===== src/rtl/reg_file_2r1w.sv =====
// ----------------------------------------------------------------------------
// reg_file_2r1w
//
// Register file with two read ports and one write port, held entirely in
// flip-flops, so that the asynchronous reset can zero every entry at once.
// A single-cycle clear request starts a sweep that zeroes one register per
// clock. External writes are blocked while the sweep runs.
//
// Parameters
//   DATA_WIDTH  bits per register
//   ADDR_WIDTH  address bits, DEPTH = 2**ADDR_WIDTH registers
//   ZERO_REG    1: register 0 is hardwired to zero (writes dropped, reads 0)
//
// Ports
//   clk          rising-edge clock
//   reset        asynchronous active-high reset
//   we           write enable (ignored while busy)
//   w_address    write address
//   w_data       write data
//   re_a         read enable, port A
//   r_address_a  read address, port A
//   r_data_a     registered read data, port A (holds while re_a=0)
//   re_b         read enable, port B
//   r_address_b  read address, port B
//   r_data_b     registered read data, port B (holds while re_b=0)
//   clear        single-cycle request to zero all registers
//   busy         high while the clear sweep is in progress
// ----------------------------------------------------------------------------
module reg_file_2r1w #(
    parameter int DATA_WIDTH = 8,
    parameter int ADDR_WIDTH = 3,
    parameter int ZERO_REG   = 0
) (
    input  logic                  clk,
    input  logic                  reset,
    input  logic                  we,
    input  logic [ADDR_WIDTH-1:0] w_address,
    input  logic [DATA_WIDTH-1:0] w_data,
    input  logic                  re_a,
    input  logic [ADDR_WIDTH-1:0] r_address_a,
    output logic [DATA_WIDTH-1:0] r_data_a,
    input  logic                  re_b,
    input  logic [ADDR_WIDTH-1:0] r_address_b,
    output logic [DATA_WIDTH-1:0] r_data_b,
    input  logic                  clear,
    output logic                  busy
);

    localparam int DEPTH = 1 << ADDR_WIDTH;
    localparam logic [ADDR_WIDTH-1:0] LAST_ADDR = ADDR_WIDTH'(DEPTH - 1);
    localparam bit HAS_ZERO_REG = (ZERO_REG != 0);

    typedef enum logic {
        IDLE  = 1'b0,
        CLEAR = 1'b1
    } state_t;

    state_t                  state_reg;
    state_t                  state_next;
    logic [ADDR_WIDTH-1:0]   count_reg;
    logic [ADDR_WIDTH-1:0]   count_next;

    logic [DEPTH-1:0][DATA_WIDTH-1:0] mem_reg;
    logic [DEPTH-1:0][DATA_WIDTH-1:0] mem_next;

    // Index 0 is port A, index 1 is port B.
    logic [1:0]                       rd_en;
    logic [1:0][ADDR_WIDTH-1:0]       rd_addr;
    logic [1:0][DATA_WIDTH-1:0]       rd_reg;
    logic [1:0][DATA_WIDTH-1:0]       rd_next;

    logic sweep_active;
    logic write_accept;

    assign sweep_active = (state_reg == CLEAR);

    // A write lands only when no sweep is running, and never on the
    // hardwired zero register.
    assign write_accept = we && !sweep_active &&
                          !(HAS_ZERO_REG && (w_address == '0));

    // ------------------------------------------------------------------
    // Sweep FSM
    // ------------------------------------------------------------------
    always_comb begin
        state_next = state_reg;
        count_next = count_reg;
        case (state_reg)
            IDLE: begin
                if (clear) begin
                    state_next = CLEAR;
                    count_next = '0;
                end
            end
            CLEAR: begin
                // clear is deliberately not looked at here: a request
                // during a sweep neither restarts nor extends it.
                count_next = count_reg + 1'b1;
                if (count_reg == LAST_ADDR) begin
                    state_next = IDLE;
                end
            end
            default: begin
                state_next = IDLE;
                count_next = '0;
            end
        endcase
    end

    // ------------------------------------------------------------------
    // Per-register next value: sweep zeroing has priority, but the two
    // never collide because external writes are blocked during a sweep.
    // ------------------------------------------------------------------
    generate
        for (genvar gi = 0; gi < DEPTH; gi++) begin : g_mem
            localparam logic [ADDR_WIDTH-1:0] IDX = ADDR_WIDTH'(gi);
            if (HAS_ZERO_REG && (gi == 0)) begin : g_hard_zero
                assign mem_next[gi] = '0;
            end else begin : g_normal
                assign mem_next[gi] =
                    (sweep_active && (count_reg == IDX)) ? '0 :
                    (write_accept && (w_address == IDX)) ? w_data :
                    mem_reg[gi];
            end
        end
    endgenerate

    // ------------------------------------------------------------------
    // Read ports. Write-first bypass only for accepted external writes;
    // sweep writes are not bypassed, so a read during the sweep returns
    // the content from before that edge.
    // ------------------------------------------------------------------
    assign rd_en   = {re_b, re_a};
    assign rd_addr = {r_address_b, r_address_a};

    generate
        for (genvar gi = 0; gi < 2; gi++) begin : g_rd
            logic zero_hit;
            logic bypass_hit;

            assign zero_hit   = HAS_ZERO_REG && (rd_addr[gi] == '0);
            assign bypass_hit = write_accept && (rd_addr[gi] == w_address);

            assign rd_next[gi] =
                !rd_en[gi] ? rd_reg[gi] :
                zero_hit   ? '0 :
                bypass_hit ? w_data :
                mem_reg[rd_addr[gi]];
        end
    endgenerate

    // ------------------------------------------------------------------
    // State, storage and read registers
    // ------------------------------------------------------------------
    always_ff @(posedge clk or posedge reset) begin
        if (reset) begin
            state_reg <= IDLE;
            count_reg <= '0;
            mem_reg   <= '0;
            rd_reg    <= '0;
        end else begin
            state_reg <= state_next;
            count_reg <= count_next;
            mem_reg   <= mem_next;
            rd_reg    <= rd_next;
        end
    end

    assign r_data_a = rd_reg[0];
    assign r_data_b = rd_reg[1];
    assign busy     = sweep_active;

endmodule

===== config.mk =====
export PLATFORM = sky130hd
export DESIGN_NAME = reg_file_2r1w
export DESIGN_NICKNAME = d
export VERILOG_FILES = /design/src/rtl/reg_file_2r1w.sv
export SDC_FILE = /design/constraint.sdc
export NUM_CORES = 1
export LEC_CHECK = 0
export CAP_MARGIN = 20
export CELL_PAD_IN_SITES_DETAIL_PLACEMENT = 0
export CELL_PAD_IN_SITES_GLOBAL_PLACEMENT = 2
export CORE_ASPECT_RATIO = 1.1
export CORE_MARGIN = 5
export CORE_UTILIZATION = 41
export DETAILED_ROUTE_END_ITERATION = 8
export PLACE_DENSITY_LB_ADDON = 0.1
export REMOVE_ABC_BUFFERS = 1
export SYNTH_ARGS = -nofsm -noshare
export SYNTH_HDL_FRONTEND = slang
export SYNTH_SLANG_ARGS = --single-unit

===== constraint.sdc =====
create_clock -name clk -period 3.9 [get_ports clk]
set_input_delay 0.39 -clock clk [delete_from_list [all_inputs] [get_ports clk]]
set_output_delay 0.39 -clock clk [all_outputs]
set_load 0.01 [all_outputs]

==> reports/qor.csv <==
metric,value,unit
fin_ws,1550,ps
status,"finished, final reports clean",
synth-main-ff-cell,dfrtp_1,
finalMaxSlewViolations,0,
grt_pass1_wl,25.0,mm
peakVddDrop,0.000338,V
wl,15.8,mm
avgRoutedWirePerCell,24.9,um
cts_hold_buf,0,
yosys.area.top_type_share,43.2,%
yosysWarningCount,0,
crit_type,in -> reg,
clk-insertion-delay-late,350,ps
worst-path-max-fanout,10,
numCtsBuffers,9,
start_kind,primary input,
grt_overflow,0,
first_iter_violations,252,
endpoint_kind,flop,
die-width,114,um
num_io_pins,40,
fp.dieH,124,um
hp-class,in -> async,
arrival,2540,ps
areaGrowthSynthToFinish,15.5,%
post_synth_num_cell_types,32,
port_buffers,39,
synthCells,467,
postSynthAreaPerCell,10.4,um^2
post-route-min-period,2350,ps
drc,0,
final.setup_skew,4.01,ps
grt_pass1_vias,4161,
final_min_period_over_clock_period,60.3,%
post_cts_buffers,0,
p_leak,2.36,nW
diodes,0,
first_pass_iters,5,
p_per_area,559,nW/um^2
rsz0062_at_grt,false,
synth.largest_area_cell,dfrtp_1,
dieArea,14100,um^2
htreeDepth,3,
vias,3980,
cap_violations,0,
cts_root_buffer,clkbuf_16,
cts.path.max_buffers,2,
hpwl,10.9,mm
place_congestion,0.858,
final_cell_area,5620,um^2
max-slew-margin-rel,37.4,%
drive_gt1_share,12.4,%
finalHoldViolations,0,
cts_tree,done,
placed_cell_area,5330,um^2
fin_tns_setup,0,ps
largest_reg_flops,64,
synth_top_cells_by_count,"dfrtp_1 (84), a21oi_1 (64), nand3_1 (64)",
synth_seq_cells,84,
gr-usage-all-layers,23.2,%
antenna_left,0,
clk_pin_slew,60,ps
synth_most_common_cell,dfrtp_1,
async_reset_ff_share,100,%
synth-edff-count,0,
cts_resized,0,
tightest_slew,931,ps
nNetsFinal,509,
cts_sinks,84,
yosysSeqAreaShare,43.2,%
synth_area_leaders,"dfrtp_1 (43%), mux4_2 (8.3%), mux4_1 (7.6%), a21oi_1 (6.6%), nand3_1 (6.6%)",
row_count,41,
antenna_found_initial,0,
fmax,425,MHz
final-setup-viol-count,0,
core,11500,um^2
grt_max_degree,36,
worstPathRequired,4090,ps
viasPerCell,6.27,
syn_area,4870,um^2
pre_cts_ws,1190,ps
start_util,42.2,%
[final timing paths]
kind	from	slack, ps	endpoint	cells past startpoint
max in group asynchronous	reset	2600	r_data_a[6]	3
worst min-delay path	reset	410	mem_reg[8]	2
worst max-delay path	r_address_b[2]	1550	r_data_b[1]	4
worst max register to register	busy	1830	mem_reg[19]	3
min in group clk	mem_reg[28]	550	mem_reg[28]	2
worst min register to register	mem_reg[28]	550	mem_reg[28]	2
[through the flow]
step	instances	hold slack [ps]	power [mW]	utilization (%)
after CTS	635	434	3.16	48.7
after global routing	635	465	3.32	48.7
final	635	411	3.14	48.7
after floorplan	416	476	1.85	-
after detailed placement	619	549	2.31	46.2
after global placement	619	542	2.28	46.2
[power by group]
part           internal, mW  switching, mW
clock                 0.483          0.365
combinational         0.449          0.503
sequential             1.10          0.236
[metal layers]
layer	wire length, um	global-route usage, %	vias to the layer above
li1	-	-	1775
met1	6610	30.5	2026
met2	7900	38.1	146
met3	850	2.72	33
met4	444	10.8	0
met5	0	0	-
[final cells by class]
class	instances	area, um^2
Multi-Input combinational cell	321	2500
Clock inverter	3	20.0
Timing Repair Buffer	53	495
Tap cell	150	188
Inverter	11	42.5
Fill cell	1099	5920
Clock buffer	13	270
Sequential cell	84	2100
[worst max-delay path, cell delays in order]
cell and delay (ps):
clkdlybuf4s50_1 940, xor2_1 190, nor4_2 790, a221oi_1 220
[cell usage in the layout (no fill, tap or decap), types with 11 or more instances in the layout]
master / Yosys / routed
nor2_1: 18 / 18
clkdlybuf4s50_1: 0 / 39
mux4_1: 14 / 14
nand3_1: 64 / 64
dfrtp_1: 84 / 84
mux4_2: 18 / 18
mux2i_1: 11 / 11
a21oi_1: 64 / 64
o21ai_0: 62 / 62
buf_4: 1 / 14
[cells by family (layout without fill, tap and decap cells)]
family	Yosys count	in the layout	synth area share, %
compound gates	148	148	17.0
simple gates	111	111	11.9
flops	84	84	43.2
buf+inv	62	80	5.53
mux	50	50	19.8
fa+ha+maj	6	6	1.54
xor+xnor	6	6	1.08
(Power assumes the default switching activity.)
